===== src/rtl/uart_pkg.sv =====
// uart_pkg: MiniUART register map, LSR bit positions and feeder FSM encoding
package uart_pkg;
  localparam logic [2:0] OFF_UART_DATA = 3'd0;
  localparam logic [2:0] OFF_UART_LSR = 3'd4;
  localparam logic [2:0] OFF_UART_DIVR = 3'd6;
  localparam logic [2:0] OFF_UART_DIVT = 3'd7;
  localparam int LSR_TS_BIT = 5;
  localparam int LSR_RS_BIT = 0;
  localparam logic [15:0] BAUD_SND_9600 = 16'd5208;
  typedef enum logic [2:0] {ST_INIT, ST_IDLE, ST_POLL, ST_WRITE, ST_GAP} feeder_state_t;
endpackage


===== src/rtl/uart_tx_feeder_if.sv =====
// uart_tx_feeder_if: WISHBONE link between the feeder (master) and the MiniUART slave port
interface uart_tx_feeder_if;
  logic [2:0] ADD_O;
  logic [31:0] DAT_O;
  logic [31:0] DAT_I;
  logic STB_O;
  logic WE_O;
  logic ACK_I;
  modport master(output ADD_O, DAT_O, STB_O, WE_O, input DAT_I, ACK_I);
  modport slave(input ADD_O, DAT_O, STB_O, WE_O, output DAT_I, ACK_I);
endinterface


===== src/rtl/sync_byte_fifo.sv =====
// sync_byte_fifo: power-of-two byte FIFO; a push while full is accepted when a pop lands in the same cycle
module sync_byte_fifo #(
  parameter int DEPTH = 16
) (
  input  logic                    CLK_I,
  input  logic                    RST_I,
  input  logic                    push,
  input  logic                    pop,
  input  logic [7:0]              din,
  output logic [7:0]              head,
  output logic                    full,
  output logic                    empty,
  output logic [$clog2(DEPTH):0]  count
);
  localparam int AW = $clog2(DEPTH);
  logic [7:0] mem [DEPTH];
  logic [AW-1:0] wptr, rptr;
  logic do_push;
  assign do_push = push && (!full || pop);
  assign head = mem[rptr];
  assign full = count == (AW+1)'(DEPTH);
  assign empty = count == '0;
  always_ff @(posedge CLK_I)
    if (do_push) mem[wptr] <= din;
  always_ff @(posedge CLK_I or posedge RST_I)
    if (RST_I) begin
      wptr <= '0;
      rptr <= '0;
      count <= '0;
    end else begin
      if (do_push) wptr <= wptr + 1'b1;
      if (pop) rptr <= rptr + 1'b1;
      count <= count + (AW+1)'(do_push) - (AW+1)'(pop);
    end
endmodule


===== src/rtl/uart_tx_feeder.sv =====
// uart_tx_feeder: buffers producer bytes and writes them to MiniUART DATA whenever LSR reports the transmitter idle
module uart_tx_feeder
  import uart_pkg::*;
#(
  parameter int          DEPTH      = 16,
  parameter int          GAP_CYCLES = 4,
  parameter bit          INIT_DIVT  = 1'b1,
  parameter logic [15:0] DIVT_VAL   = BAUD_SND_9600
) (
  input  logic                    CLK_I,
  input  logic                    RST_I,
  input  logic                    wr_en,
  input  logic [7:0]              wr_data,
  output logic                    full,
  output logic                    empty,
  output logic [$clog2(DEPTH):0]  count,
  output logic                    overflow,
  input  logic                    clr_ovf,
  output logic                    busy,
  uart_tx_feeder_if.master        wb
);
  localparam int GW = $clog2(GAP_CYCLES + 1);
  feeder_state_t state, state_n;
  logic [GW-1:0] gap_cnt, gap_cnt_n;
  logic stb_n, we_n, pop, ack;
  logic [2:0] add_n;
  logic [31:0] dat_n;
  logic [7:0] head;
  assign ack = wb.STB_O && wb.ACK_I;
  assign busy = state != ST_IDLE || !empty;
  sync_byte_fifo #(.DEPTH(DEPTH)) u_fifo (
    .CLK_I(CLK_I), .RST_I(RST_I), .push(wr_en), .pop(pop), .din(wr_data),
    .head(head), .full(full), .empty(empty), .count(count)
  );
  // bus outputs are computed for the state being entered, then registered
  always_comb begin
    state_n = state;
    gap_cnt_n = gap_cnt;
    stb_n = 1'b0;
    we_n = 1'b0;
    add_n = wb.ADD_O;
    dat_n = wb.DAT_O;
    pop = 1'b0;
    case (state)
      ST_INIT: if (ack) begin
        state_n = ST_GAP;
        gap_cnt_n = '0;
      end else {stb_n, we_n, add_n, dat_n} = {2'b11, OFF_UART_DIVT, 16'b0, DIVT_VAL};
      ST_IDLE: if (!empty) begin
        state_n = ST_POLL;
        {stb_n, add_n} = {1'b1, OFF_UART_LSR};
      end
      ST_POLL: if (ack) begin
        if (wb.DAT_I[LSR_TS_BIT]) begin
          state_n = ST_WRITE;
          {stb_n, we_n, add_n, dat_n} = {2'b11, OFF_UART_DATA, 24'b0, head};
        end
      end else {stb_n, add_n} = {1'b1, OFF_UART_LSR};
      ST_WRITE: if (ack) begin
        pop = 1'b1;
        state_n = ST_GAP;
        gap_cnt_n = '0;
      end else {stb_n, we_n} = 2'b11;
      ST_GAP: if (gap_cnt == GW'(GAP_CYCLES - 1)) begin
        // fall straight into the next poll so the byte period is POLL + WRITE + GAP_CYCLES
        state_n = empty ? ST_IDLE : ST_POLL;
        {stb_n, add_n} = empty ? {1'b0, add_n} : {1'b1, OFF_UART_LSR};
      end else gap_cnt_n = gap_cnt + 1'b1;
      default: state_n = ST_IDLE;
    endcase
  end
  always_ff @(posedge CLK_I or posedge RST_I)
    if (RST_I) begin
      state <= INIT_DIVT ? ST_INIT : ST_IDLE;
      gap_cnt <= '0;
      wb.STB_O <= 1'b0;
      wb.WE_O <= 1'b0;
      wb.ADD_O <= '0;
      wb.DAT_O <= '0;
      overflow <= 1'b0;
    end else begin
      state <= state_n;
      gap_cnt <= gap_cnt_n;
      wb.STB_O <= stb_n;
      wb.WE_O <= we_n;
      wb.ADD_O <= add_n;
      wb.DAT_O <= dat_n;
      overflow <= (wr_en && full && !pop) || (overflow && !clr_ovf);
    end
endmodule

===== src/flat_wrapper.sv =====
// flat-port wrapper written by rule: the top's interface ports become plain ports
module uart_tx_feeder_flat import uart_pkg::*;
#(
  parameter int          DEPTH      = 16,
  parameter int          GAP_CYCLES = 4,
  parameter bit          INIT_DIVT  = 1'b1,
  parameter logic [15:0] DIVT_VAL   = BAUD_SND_9600
)
  (CLK_I, RST_I, wr_en, wr_data, full, empty, count, overflow, clr_ovf, busy, wb_ADD_O, wb_DAT_O, wb_STB_O, wb_WE_O, wb_DAT_I, wb_ACK_I);
  uart_tx_feeder_if wb_i ();
  input  logic CLK_I;
  input  logic RST_I;
  input  logic wr_en;
  input  logic [7:0] wr_data;
  output logic full;
  output logic empty;
  output logic [$clog2(DEPTH):0] count;
  output logic overflow;
  input  logic clr_ovf;
  output logic busy;
  output wire logic [$bits(wb_i.ADD_O)-1:0] wb_ADD_O;
  output wire logic [$bits(wb_i.DAT_O)-1:0] wb_DAT_O;
  output wire logic [$bits(wb_i.STB_O)-1:0] wb_STB_O;
  output wire logic [$bits(wb_i.WE_O)-1:0] wb_WE_O;
  input wire logic [$bits(wb_i.DAT_I)-1:0] wb_DAT_I;
  input wire logic [$bits(wb_i.ACK_I)-1:0] wb_ACK_I;
  assign wb_ADD_O = wb_i.ADD_O;
  assign wb_DAT_O = wb_i.DAT_O;
  assign wb_STB_O = wb_i.STB_O;
  assign wb_WE_O = wb_i.WE_O;
  assign wb_i.DAT_I = wb_DAT_I;
  assign wb_i.ACK_I = wb_ACK_I;
  uart_tx_feeder #(.DEPTH(DEPTH), .GAP_CYCLES(GAP_CYCLES), .INIT_DIVT(INIT_DIVT), .DIVT_VAL(DIVT_VAL)) u_core (.CLK_I(CLK_I), .RST_I(RST_I), .wr_en(wr_en), .wr_data(wr_data), .full(full), .empty(empty), .count(count), .overflow(overflow), .clr_ovf(clr_ovf), .busy(busy), .wb(wb_i));
endmodule

===== config.mk =====
export PLATFORM = sky130hd
export DESIGN_NAME = uart_tx_feeder_flat
export DESIGN_NICKNAME = d
export VERILOG_FILES = /design/src/rtl/uart_pkg.sv /design/src/rtl/uart_tx_feeder_if.sv /design/src/rtl/sync_byte_fifo.sv /design/src/rtl/uart_tx_feeder.sv /design/src/flat_wrapper.sv
export SDC_FILE = /design/constraint.sdc
export NUM_CORES = 1
export LEC_CHECK = 0
export ABC_CLOCK_PERIOD_IN_PS = 7350
export CAP_MARGIN = 20
export CORE_MARGIN = 3
export CORE_UTILIZATION = 30
export CTS_CLUSTER_DIAMETER = 60
export DETAILED_ROUTE_END_ITERATION = 10
export PLACE_DENSITY_LB_ADDON = 0.2
export SETUP_SLACK_MARGIN = 0.2
export SLEW_MARGIN = 10
export SYNTH_ARGS = -nofsm -noshare
export SYNTH_HDL_FRONTEND = slang
export SYNTH_SLANG_ARGS = --single-unit

===== constraint.sdc =====
create_clock -name CLK_I -period 7.35 [get_ports CLK_I]
set_input_delay 1.1025 -clock CLK_I [delete_from_list [all_inputs] [get_ports CLK_I]]
set_output_delay 1.1025 -clock CLK_I [all_outputs]
set_load 0.05 [all_outputs]

Word-level counts from Yosys, hierarchy flattened
Memory sizes are Yosys's and may differ from the RTL's.
Cells that the tools add are included.
- logic and storage cells: 87
- flip-flop bits (word level): 57
- memories kept: 1
- memory bits (writable): 128
- memories (name ; depth ; bits a word ; read ports ; clocked after Yosys merged registers in ; write ports ; RTL line ; RTL):
    u_core.u_fifo.mem ; 16 ; 8 ; 1 ; 0 ; 1 ; sync_byte_fifo.sv:16 ; logic [7:0] mem [DEPTH];
- mux-type cells: 33
- add/subtract/negate cells: 5
- equality and inequality tests: 16
- reductions and logical operators: 22
- operator list (cell ; count):
    two-way mux 32 bit ; 3
    one-hot mux 32 bit (2 select lines) ; 1
    two-way mux 3 bit ; 12
    one-hot mux 3 bit (4 select lines) ; 2
    two-way mux 1 bit ; 10
    != test 2 bit (second input constant) ; 5
    equality test 3 x 2 -> 1 bit (second input constant) ; 3
    adder 4 x 1 -> 4 bit (second input constant) ; 2
    != test 2 x 1 -> 1 bit (second input constant) ; 3
    one-hot mux 3 bit (2 select lines) ; 1
    AND reduction 6 bit ; 1
    adder 5 x 1 -> 5 bit ; 1
    equality test 5 bit (second input constant) ; 1
    logical AND 1 bit ; 5
    zero test 5 bit ; 1
    AND reduction 5 bit ; 1
    subtractor 5 x 1 -> 5 bit ; 1
    zero test 1 bit ; 4
    two-way mux 4 bit ; 1
    one-hot mux 1 bit (4 select lines) ; 1
    AND reduction 4 bit ; 1
    nonzero test 2 bit ; 2
    nonzero test 4 bit ; 1
    adder 3 x 1 -> 3 bit (second input constant) ; 1
    10 further kinds ; 12

Depth between registers and ports, before layout
Gate-level depths: netlist of the first run.
- depth after elaboration: 7
- mapped depth: 12
- mapped depth without buffers: 11

Modules after synthesis
Synthesis of the first run repeated with hierarchy kept, for this count alone.
- cell total of the unflattened synthesis: 432
- area, all modules: 6999.2 um^2
- by module, submodules not included (module ; area an instance (um^2) ; times used ; cells an instance):
    sync_byte_fifo ; 5749.3 ; 1 ; 291
    uart_tx_feeder ; 1249.9 ; 1 ; 141

Worst setup path before layout of the first run
OpenSTA, ideal clock, no wires.
- path kind: register to output
- start point: reg u_core.u_fifo.count[3]
- end point: out busy
- cell stages (with the launch flop): 6
- path slack: 4.345 ns
- path buffers: 0
- data required time: 6.247 ns
- arrival: 1.903 ns
- cells stage by stage: dfrtp_1 > inv_1 > ha_1 > or4b_2 > nor2_1 > nand2_1
- word-level cells in the longest chain between the ends: 3
- ends and longest elaborated chain (item ; RTL line ; RTL):
    start, declared ; sync_byte_fifo.sv:13 ; output logic [$clog2(DEPTH):0] count
    start signal, assigned ; sync_byte_fifo.sv:33 ; count <= count + (AW+1)'(do_push) - (AW+1)'(pop);
    zero test 5 bit ; sync_byte_fifo.sv:22 ; assign empty = count == '0;
    zero test 1 bit ; uart_tx_feeder.sv:30 ; assign busy = state != ST_IDLE || !empty;
    logical OR 1 bit ; uart_tx_feeder.sv:30 ;
    end, declared ; flat_wrapper.sv:20 ; output logic busy;
No other way between the ends.

Worst setup path after layout of the first run
- start point: reg u_core.u_fifo.count[2]
- end point: out empty
- word-level cells in the longest chain between the ends: 1
- ends and longest elaborated chain (item ; RTL line ; RTL):
    zero test 5 bit ; sync_byte_fifo.sv:22 ;
    end, declared ; flat_wrapper.sv:16 ; output logic empty;
No other way between the ends.

==> reports/summary.txt, run 1 <==
Fraction of synthesis flops using an asynchronous set or reset pin: 0.205
Clock-pin slew reported for the worst setup and hold paths after clock tree synthesis: 0.07 ns
Max rail drop VDD: 0.000151 V
Proportion of synthesized chip area in sequential cells: 0.686
Post-placement cell area: 7390 um2
Final worst path period need: 3.82 ns
Horizontal die dimension: 157 um
PortBufs: 37
Count of warnings emitted by yosys: 0
Cts hold-fix bufs: 0
Number of global-route vias before repair: 3,749
Final wirelength: 14,400 um
Routability cong.: 0.748
Clock insertion delay at the later pin of the skew report: 0.43 ns
CTS H-tree lvls: 4
Die Y: 157 um
Critical path launch point type: register
Root Buffer: sky130_fd_sc_hd__clkbuf_16
Setup Buffers After CTS: 0
Total number of vias: 3,581
Average detailed-routed wire length per instance: 19.1 um
CTS resizes: 0
Detailed placer's ending HPWL: 9190 um
Rel. slew slack: 0.276
TritonCTS clock tree: yes
Worst hold slack: 0.502 ns
Overall track demand over capacity in global routing: 0.124
Tcrit/Tclk final: 0.520
HP Class: register to register
Antenna diodes: 0
Area enclosed by the die boundary: 24,500 um2
Layout overhead on the synthesized area: 17.4%
Setup ws final: 3.53 ns
Area of all placed cells without fillers: 7990 um2
Number of buffers inserted during clock tree synthesis: 17
Proportion of layout cells with a drive suffix above 1: 0.164
Initial core utilization: 0.308
Largest net degree at the start of global routing: 34
Clock sink count: 161
Kind of end point of the critical path: output port
Total power consumption of the routed design: 0.00309 W
Hold Violations, Final: 0
Site Rows: 54
Initial antenna violation count: 0
Worst-Margin Slew: 1.09 ns
Number of detailed-routing iterations run before antenna repair: 4
Avg Synthesized Cell Area: 16.4 um2
I/O pin count: 91
GRT Residual Overflow: 0
Class of the most critical setup path: register to output port
Post-detailed-route DRC marker count: 0
Count of endpoints failing setup in the final report: 0
Status: finished, final reports clean
Power density normalized to cell area: 387 nW/um2
Number of enable flip-flop cells after synthesis: 128
Buffers from clock root to sink, at most: 2
Setup repair after global routing missed its margin: no
Worst Setup Slack post-DPL: 3.29 ns
Number of library cell types mapped by synthesis: 44
Commonest register cell after synthesis: sky130_fd_sc_hd__edfxtp_1
Via density: 4.77
Final nets: 515
# Max-Cap Violations: 0
Setup TNS Final: 0 ns
Synthesized flop and latch total: 161
Critical path data required time: 6.25 ns
DR iter-0 viols: 257
Global-route wire length before repair: 22,300 um
Combined area of all synthesized cells: 6810 um2
Cell count after synthesis: 415
Final ANT Viol Nets: 0
Leak pwr: 2.82 nW
Max Clock Freq: 262 MHz
Worst clock skew: 0.0205 ns
Data arrival at the endpoint of the critical path: 2.72 ns
Highest fanout seen on the critical path: 4
Pins Over Slew Limit: 0
Core region area: 22,100 um2
-- cell families after synthesis --
kind of cell               Yosys count  share of synthesized area
muxes                               48                      0.125
AOI/OAI and AO/OA                   37                     0.0384
adders and majority gates           13                     0.0250
other                                1                   0.000551
xor gates and xnor gates            10                     0.0129
DFF                                161                      0.686
and+or+nand+nor                     81                     0.0601
buffers and inverters               64                     0.0522
-- registers in the layout, indices dropped and copies added, names as in the netlist --
name	count
u_core.wb.WE_O	1
u_core.overflow	1
u_core.gap_cnt	3
u_core.u_fifo.wptr	4
u_core.state	3
u_core.u_fifo.count	5
u_core.wb.STB_O	1
u_core.u_fifo.mem	128
u_core.wb.ADD_O	2
u_core.u_fifo.rptr	4
u_core.wb.DAT_O	9
-- critical path: stages, from the launching register on --
cell and delay (ns):
sky130_fd_sc_hd__dfrtp_1 0.41, sky130_fd_sc_hd__inv_1 0.10, sky130_fd_sc_hd__ha_1 0.16, sky130_fd_sc_hd__or4b_2 0.67
sky130_fd_sc_hd__inv_1 0.15, sky130_fd_sc_hd__clkdlybuf4s50_1 0.82
-- cells in the final DEF, fill, tap and decap left out, types with 3 or more instances in the layout --
cell	Yosys	layout
sky130_fd_sc_hd__clkbuf_16	0	17
sky130_fd_sc_hd__buf_4	27	7
sky130_fd_sc_hd__a221o_1	5	5
sky130_fd_sc_hd__xnor2_1	8	8
sky130_fd_sc_hd__a21oi_1	3	3
sky130_fd_sc_hd__ha_1	12	12
sky130_fd_sc_hd__o21ai_0	10	10
sky130_fd_sc_hd__clkdlybuf4s50_1	0	37
sky130_fd_sc_hd__a22oi_1	4	4
sky130_fd_sc_hd__mux2_2	6	6
sky130_fd_sc_hd__inv_6	0	3
sky130_fd_sc_hd__nand2b_1	6	6
sky130_fd_sc_hd__dfrtp_1	33	32
sky130_fd_sc_hd__conb_1	1	22
sky130_fd_sc_hd__nand2_1	15	15
sky130_fd_sc_hd__nor2_1	22	22
sky130_fd_sc_hd__edfxtp_1	128	128
sky130_fd_sc_hd__nand3_1	9	9
sky130_fd_sc_hd__inv_1	22	22
sky130_fd_sc_hd__nor3_1	9	9
sky130_fd_sc_hd__nand4_1	7	7
sky130_fd_sc_hd__a32oi_1	3	3
sky130_fd_sc_hd__mux4_2	29	29
sky130_fd_sc_hd__mux2i_1	13	13
sky130_fd_sc_hd__inv_8	0	3
sky130_fd_sc_hd__a21o_1	4	4
-- layout make-up --
class | count | area, um2
fillers | 2066 | 14100
inverters | 22 | 82.6
multi-input cells | 211 | 1860
clock inverters | 14 | 174
clock buffers | 18 | 429
repair buffers | 44 | 423
flip-flops and latches | 161 | 4670
well taps | 280 | 350
-- cells in the mapped netlist (2+ instances only) --
library cell | instances | area, um2
sky130_fd_sc_hd__nand4b_1 | 2 | 17.5
sky130_fd_sc_hd__buf_2 | 5 | 25.0
sky130_fd_sc_hd__buf_4 | 27 | 203
sky130_fd_sc_hd__nor3_1 | 9 | 45.0
sky130_fd_sc_hd__ha_1 | 12 | 150
sky130_fd_sc_hd__clkbuf_1 | 7 | 26.3
sky130_fd_sc_hd__a22oi_1 | 4 | 30.0
sky130_fd_sc_hd__nand2b_1 | 6 | 37.5
sky130_fd_sc_hd__mux2i_1 | 13 | 130
sky130_fd_sc_hd__inv_1 | 22 | 82.6
sky130_fd_sc_hd__o22ai_1 | 2 | 12.5
sky130_fd_sc_hd__a21oi_1 | 3 | 15.0
sky130_fd_sc_hd__nand4_1 | 7 | 43.8
sky130_fd_sc_hd__nor2_1 | 22 | 82.6
sky130_fd_sc_hd__a21o_1 | 4 | 30.0
sky130_fd_sc_hd__nand3_1 | 9 | 45.0
sky130_fd_sc_hd__nor2b_1 | 2 | 12.5
sky130_fd_sc_hd__dfrtp_1 | 33 | 826
sky130_fd_sc_hd__xnor2_1 | 8 | 70.1
sky130_fd_sc_hd__a221o_1 | 5 | 50.1
sky130_fd_sc_hd__xor2_1 | 2 | 17.5
sky130_fd_sc_hd__edfxtp_1 | 128 | 3840
sky130_fd_sc_hd__or3_1 | 2 | 12.5
sky130_fd_sc_hd__nand3b_1 | 2 | 15.0
sky130_fd_sc_hd__nand2_1 | 15 | 56.3
sky130_fd_sc_hd__o21ai_0 | 10 | 50.1
sky130_fd_sc_hd__mux2_2 | 6 | 67.6
sky130_fd_sc_hd__buf_1 | 2 | 7.51
sky130_fd_sc_hd__mux4_2 | 29 | 653
sky130_fd_sc_hd__a32oi_1 | 3 | 26.3
-- stage by stage --
step | util | cells
4_1_cts | 0.362 | 750
5_1_grt | 0.362 | 750
3_3_place_gp | 0.334 | 718
3_5_place_dp | 0.334 | 718
6_report | 0.362 | 750
2_1_floorplan | - | 436
-- path summary, 6_finish.rpt --
kind,from,end,slack [ns],cells past startpoint
max reg2reg,u_core.state[2],u_core.u_fifo.mem[11][4],4.25,4
min reg2reg,u_core.gap_cnt[0],u_core.gap_cnt[0],0.50,1
max in group asynchronous,RST_I,u_core.u_fifo.rptr[0],5.92,3
min in group asynchronous,RST_I,u_core.wb.DAT_O[1],1.09,3
max,u_core.u_fifo.count[2],empty,3.53,5
min,u_core.gap_cnt[0],u_core.gap_cnt[0],0.50,1
-- where the power goes --
part	switching [W]	internal (W)	total, W
Clock	0.000387	0.000513	0.000901
Sequential	0.000115	0.00113	0.00125
Combinational	0.000566	0.000379	0.000945
-- layer usage --
layer  share of wire  vias to the layer above  track usage
met1            0.46                     1856        0.167
met4          0.0048                        0       0.0363
li1                -                     1622            -
met5               0                        -            0
met3           0.042                        6       0.0310
met2            0.49                       97        0.201
(Power assumes the default switching activity.)
==> run 2, diff against run 1 <==
ABC_CLOCK_PERIOD_IN_PS = 3600   (was 7350)
clock period = 3.6 ns   (was 7.35 ns; I/O delays follow)
==> run 2 against run 1 <==
- sequential cell count stayed put
- non-clock buffer count is 19 higher
- first-iteration DRC count is 18% lower
- worst hold slack worse by 0.13 ns
- critical path depth stayed put
- power is 100% higher
- combinational power is 100% higher
- largest cell class unchanged
- via count is 1.2% higher
- core utilization is 0.67 points higher
- routed wire length is 0.40% higher
==> reports/summary.txt, run 2 (synthesis results as in run 1) <==
Status: finished, final reports clean
Average detailed-routed wire length per instance: 18.8 um (-1.8%)
Initial core utilization: 0.308 (unchanged)
Final core utilization: 0.368 (+0.00674)
CTS resizes: 0 (unchanged)
Master of the slowest instance on the critical path: sky130_fd_sc_hd__clkdlybuf4s50_1
Hold Violations, Final: 0 (unchanged)
Buffers from clock root to sink, at most: 2 (unchanged)
Antenna diodes: 0 (unchanged)
Core region area: 22,100 um2 (unchanged)
Clock-pin slew reported for the worst setup and hold paths after clock tree synthesis: 0.06 ns (about the same)
Root Buffer: sky130_fd_sc_hd__clkbuf_16
Largest register FFs: 128 (unchanged)
Critical path launch point type: register
Kind of end point of the critical path: output port
Setup repair after global routing missed its margin: no
Max rail drop VDD: 0.000309 V (+110%)
# Max-Cap Violations: 0 (unchanged)
Die Y: 157 um (unchanged)
Largest delay share family, worst path: buffers and inverters
Number of buffers inserted during clock tree synthesis: 17 (unchanged)
Delay of the slowest critical-path stage: 0.82 ns (about the same)
Final wirelength: 14,400 um (+0.40%)
Worst clock skew: 0.00937 ns (-0.0112 ns)
I/O pin count: 91 (unchanged)
Cts hold-fix bufs: 0 (unchanged)
Ordered cell list for the critical path: inv_1 -> ha_1 -> or4b_2 -> inv_1 -> clkdlybuf4s50_1
Clock sink count: 161 (unchanged)
Highest fanout seen on the critical path: 4 (unchanged)
PortBufs: 37 (unchanged)
Initial antenna violation count: 0 (unchanged)
Power density normalized to cell area: 776 nW/um2 (+100%)
Leading registers by flop count: u_core.u_fifo.mem x128, u_core.wb.DAT_O x9, u_core.u_fifo.count x5
Count of endpoints failing setup in the final report: 0 (unchanged)
Setup Buffers After CTS: 0 (unchanged)
Most common cell after layout, fill and taps aside: sky130_fd_sc_hd__edfxtp_1
Pins Over Slew Limit: 0 (unchanged)
Number of global-route vias before repair: 3,919 (+4.5%)
Setup TNS Final: 0 ns (unchanged)
Largest net degree at the start of global routing: 34 (unchanged)
Area enclosed by the die boundary: 24,500 um2 (unchanged)
Layout overhead on the synthesized area: 19.6%
Max Clock Freq: 309 MHz
DR iter-0 viols: 210 (-18%)
Site Rows: 54 (unchanged)
TritonCTS clock tree: yes
Total number of vias: 3,624 (+1.2%)
Number of detailed-routing iterations run before antenna repair: 4 (unchanged)
Overall track demand over capacity in global routing: 0.124 (about the same)
HP Class: primary input to asynchronous set/reset pin
Final ANT Viol Nets: 0 (unchanged)
CTS H-tree lvls: 4 (unchanged)
Class of the most critical setup path: register to output port
Worst reg2reg setup slack: 1.09 ns (-3.16 ns)
Leak pwr: 2.92 nW (+3.5%)
Top library cells by usage in the layout, fill and taps aside: 128 x sky130_fd_sc_hd__edfxtp_1, 37 x sky130_fd_sc_hd__clkdlybuf4s50_1, 32 x sky130_fd_sc_hd__dfrtp_1
Via density: 4.72 (-1.0%)
Horizontal die dimension: 157 um (unchanged)
Final nets: 534 (+3.7%)
GRT Residual Overflow: 0 (unchanged)
Final worst path period need: 3.24 ns
Detailed placer's ending HPWL: 9620 um (+4.6%)
Critical path data required time: 3.06 ns (-3.19 ns)
Clock insertion delay at the later pin of the skew report: 0.41 ns (-0.02 ns)
Sum of buffers and inverters on the critical path: 3 (unchanged)
Routability cong.: 0.738 (-1.4%)
Cell mode on critical path: sky130_fd_sc_hd__inv_1
Global-route wire length before repair: 22,600 um (+1.5%)
Tcrit/Tclk final: 0.899
Proportion of layout cells with a drive suffix above 1: 0.193 (+0.0292)
Largest Register: u_core.u_fifo.mem
Worst-Margin Slew: 0.895 ns (-0.190 ns)
Post-detailed-route DRC marker count: 0 (unchanged)
Data arrival at the endpoint of the critical path: 2.70 ns (-0.02 ns)
Rel. slew slack: 0.403 (+0.127)
run 2: changes by cell type in the layout (fill, tap and decap cells not counted), sizes merged:
cell and change:
inv -4, bufinv +1, clkinv +1, buf +19, clkinvlp +1, clkbuf -1
run 2: through the flow:
stage	instance area (um2)	hold slack (ns)	instances	power [W]	setup WS [ns]
2_1_floorplan	6890	0.457	436	0.00401	0.796
3_5_place_dp	7520	0.477	736	0.00458	0.671
4_1_cts	8110	0.485	766	0.00641	0.319
6_report	8140	0.371	767	0.00632	0.363
3_3_place_gp	7520	0.469	736	0.00453	0.634
5_1_grt	8140	0.376	767	0.00667	0.228
run 2: final cells by class:
cell class | count | area [um2]
sequential | 161 | 4670
tap | 280 | 350
clock inverter | 13 | 164
inverter | 22 | 82.6
fill | 2078 | 14000
multi-input combinational | 211 | 1860
timing repair buffer | 63 | 586
clock buffer | 17 | 425
run 2: worst paths after layout:
check	start	to	cells after the start
setup / recovery	u_core.u_fifo.count[2]	empty	5
hold / removal	RST_I	u_core.u_fifo.count[1]	2
setup reg to reg	u_core.state[2]	u_core.u_fifo.mem[4][2]	6
hold reg to reg	u_core.gap_cnt[0]	u_core.gap_cnt[0]	1
max in group asynchronous	RST_I	u_core.wb.ADD_O[2]	3
min in group CLK_I	u_core.gap_cnt[0]	u_core.gap_cnt[0]	1
run 2: metal layers:
metal / GRT usage / up-vias / part of all wire
met4: 0.0338 / 0 / 0.0087
met3: 0.0290 / 9 / 0.039
li1: - / 1666 / -
met5: 0 / - / 0
met2: 0.205 / 101 / 0.49
met1: 0.166 / 1848 / 0.47
run 2: where the power goes:
part           total (W)  switching (W)  internal, W
Sequential       0.00259       0.000288      0.00231
Clock            0.00181       0.000721      0.00109
Combinational    0.00192        0.00111     0.000813
==> run 3, diff against run 2 <==
ABC_CLOCK_PERIOD_IN_PS = 2800   (was 3600)
CAP_MARGIN = 40   (was 20)
clock period = 2.8 ns   (was 3.6 ns; I/O delays follow)
==> run 3 against run 2 <==
- worst hold slack better by 0.038 ns
- non-clock buffer count up 3
- sequential power rose by 27%
- global-route usage down 0.20 points
- first-iteration DRC count up 5.2%
- routed wire length fell by 0.76%
- critical endpoint is now busy
- critical path type unchanged
- critical path depth increased by 1
- clock power up 34%
==> reports/summary.txt, run 3 (synthesis results as in run 1) <==
Status: finished, final reports clean
Switching Fraction: 0.338 (+0.00297)
GRT Residual Overflow: 0 (unchanged)
Relative contribution of sequential cells to total power: 0.397 (-0.013)
Layout overhead on the synthesized area: 20.5%
Power density normalized to cell area: 1010 nW/um2 (+30%)
Number of global-route vias before repair: 3,788 (-3.3%)
Class of the most critical setup path: register to output port
Count of endpoints failing setup in the final report: 0 (unchanged)
Post-detailed-route DRC marker count: 0 (unchanged)
Data arrival at the endpoint of the critical path: 1.99 ns (-0.71 ns)
Sum of buffers and inverters on the critical path: 2 (-1)
Final Instance Count excl. Fillers: 771 (+0.52%)
Total power consumption of the routed design: 0.00828 W (+31%)
Routability cong.: 0.760 (+3.1%)
Most common cell after layout, fill and taps aside: sky130_fd_sc_hd__edfxtp_1
Rel. slew slack: 0.514 (+0.111)
Master of the slowest instance on the critical path: sky130_fd_sc_hd__or4b_4
I/O pin count: 91 (unchanged)
Area enclosed by the die boundary: 24,500 um2 (unchanged)
Fraction of power consumed by combinational cells: 0.310 (+0.006)
Ordered cell list for the critical path: inv_1 -> ha_1 -> or4b_4 -> nor2_1 -> nand2_1 -> buf_4
Overall track demand over capacity in global routing: 0.122 (-0.00203)
Setup TNS Final: 0 ns (unchanged)
NetSw: 0.00280 W (+32%)
Global-route wire length before repair: 22,200 um (-2.0%)
Total number of vias: 3,646 (+0.61%)
Final worst path period need: 2.41 ns
Leading registers by flop count: u_core.u_fifo.mem x128, u_core.wb.DAT_O x9, u_core.u_fifo.count x5
Kind of end point of the critical path: output port
Largest register FFs: 128 (unchanged)
Site Rows: 54 (unchanged)
Max Clock Freq: 415 MHz
Setup repair after global routing missed its margin: no
PortBufs: 37 (unchanged)
Clock insertion delay at the later pin of the skew report: 0.42 ns (about the same)
Initial core utilization: 0.308 (unchanged)
Antenna diodes: 0 (unchanged)
Final wirelength: 14,300 um (-0.76%)
Setup Buffers After CTS: 0 (unchanged)
# Max-Cap Violations: 0 (unchanged)
Final nets: 537 (+0.56%)
Top library cells by usage in the layout, fill and taps aside: 128 x sky130_fd_sc_hd__edfxtp_1, 34 x sky130_fd_sc_hd__clkdlybuf4s50_1, 32 x sky130_fd_sc_hd__dfrtp_1
Portion of total power attributed to the clock network: 0.293 (+0.007)
Worst hold slack: 0.409 ns (+0.0381 ns)
Via density: 4.73 (about the same)
CTS H-tree lvls: 4 (unchanged)
Initial antenna violation count: 0 (unchanged)
Worst-Margin Slew: 0.729 ns (-0.167 ns)
Largest Register: u_core.u_fifo.mem
Max rail drop VDD: 0.000409 V (+33%)
Delay of the slowest critical-path stage: 0.50 ns (-0.32 ns)
Worst clock skew: 0.00825 ns (-0.00112 ns)
Highest fanout seen on the critical path: 4 (unchanged)
Number of detailed-routing iterations run before antenna repair: 5 (+1)
Tcrit/Tclk final: 0.860
Detailed placer's ending HPWL: 9430 um (-1.9%)
Largest net degree at the start of global routing: 34 (unchanged)
Critical path data required time: 2.38 ns (-0.68 ns)
Buffers from clock root to sink, at most: 2 (unchanged)
TritonCTS clock tree: yes
Core region area: 22,100 um2 (unchanged)
Internal Dissipation: 0.00549 W (+30%)
Final core utilization: 0.371 (+0.00277)
Clock-pin slew reported for the worst setup and hold paths after clock tree synthesis: 0.06 ns (about the same)
Largest delay share family, worst path: simple AND/OR/NAND/NOR gates
DR iter-0 viols: 221 (+5.2%)
Hold Violations, Final: 0 (unchanged)
Die Y: 157 um (unchanged)
Root Buffer: sky130_fd_sc_hd__clkbuf_16
Horizontal die dimension: 157 um (unchanged)
HP Class: primary input to asynchronous set/reset pin
Final ANT Viol Nets: 0 (unchanged)
Clock sink count: 161 (unchanged)
Number of buffers inserted during clock tree synthesis: 17 (unchanged)
Worst reg2reg setup slack: 0.46 ns (-0.63 ns)
Critical path launch point type: register
Pins Over Slew Limit: 0 (unchanged)
Placed cell count: 740 (+0.54%)
Proportion of layout cells with a drive suffix above 1: 0.208 (+0.0147)
Cts hold-fix bufs: 0 (unchanged)
Average detailed-routed wire length per instance: 18.6 um (-1.3%)
Leak pwr: 2.97 nW (+1.5%)
## run 3: changes by cell type in the layout (fill, tap and decap cells not counted), sizes merged
cell and delta:
buf +5, clkdlybuf4s50 -3, clkinv -4, clkinvlp -2, dlygate4sd2 +1, inv +7
## run 3: worst reg2reg max path, cell delays in order, from the launching register on
cell and delay (ns):
sky130_fd_sc_hd__dfrtp_1 0.50, sky130_fd_sc_hd__inv_1 0.17, sky130_fd_sc_hd__or3_1 0.44, sky130_fd_sc_hd__o21ai_0 0.10
sky130_fd_sc_hd__ha_1 0.19, sky130_fd_sc_hd__inv_1 0.05, sky130_fd_sc_hd__fa_1 0.40, sky130_fd_sc_hd__inv_1 0.07
sky130_fd_sc_hd__a21oi_1 0.06, sky130_fd_sc_hd__o21bai_1 0.16, sky130_fd_sc_hd__xnor2_1 0.13
## run 3: stage by stage
stage	setup WS, ns	area (um2)
floorplan	0.0499	6900
global placement	0.0941	7580
detailed placement	0.0681	7580
global route	0.219	8200
CTS	0.368	8200
finish	0.392	8200
## run 3: repair_timing
action	in CTS	in global routing
hold endpoints to repair	0	0
gates resized for setup	2	0
endpoints found under the setup margin	2	0
## run 3: per-layer routing
layer / track usage / share of wire / vias up
met1: 0.161 / 0.45 / 1873
met3: 0.0324 / 0.046 / 11
li1: - / - / 1666
met4: 0.0275 / 0.0088 / 0
met5: 0 / 0 / -
met2: 0.204 / 0.50 / 96
## run 3: area by class of cell
type | count | area [um2]
Fill cell | 2061 | 13900
Sequential cell | 161 | 4670
Multi-Input combinational cell | 211 | 1880
Timing Repair Buffer | 66 | 607
Clock buffer | 17 | 425
Tap cell | 280 | 350
Clock inverter | 14 | 190
Inverter | 22 | 82.6
## run 3: power groups by stage
| stage | Sequential (W) | Combinational, W | Clock [W] |
|---|---|---|---|
| 2_1_floorplan | 0.00346 | 0.00170 | 0 |
| 3_3_place_gp | 0.00332 | 0.00256 | 0 |
| 3_5_place_dp | 0.00334 | 0.00260 | 0 |
| 4_1_cts | 0.00330 | 0.00261 | 0.00249 |
| 5_1_grt | 0.00335 | 0.00281 | 0.00261 |
| 6_report | 0.00329 | 0.00257 | 0.00243 |
## run 3: worst paths after layout
path                                             start                      to  cells past startpoint
worst max-delay path            u_core.u_fifo.count[3]                    busy                      6
worst min-delay path                             RST_I  u_core.u_fifo.count[4]                      3
worst min register to register       u_core.gap_cnt[0]       u_core.gap_cnt[0]                      1
worst max register to register         u_core.state[0]  u_core.u_fifo.count[4]                     10
max in group asynchronous                        RST_I   u_core.u_fifo.rptr[0]                      3
min in group CLK_I                   u_core.gap_cnt[0]       u_core.gap_cnt[0]                      1
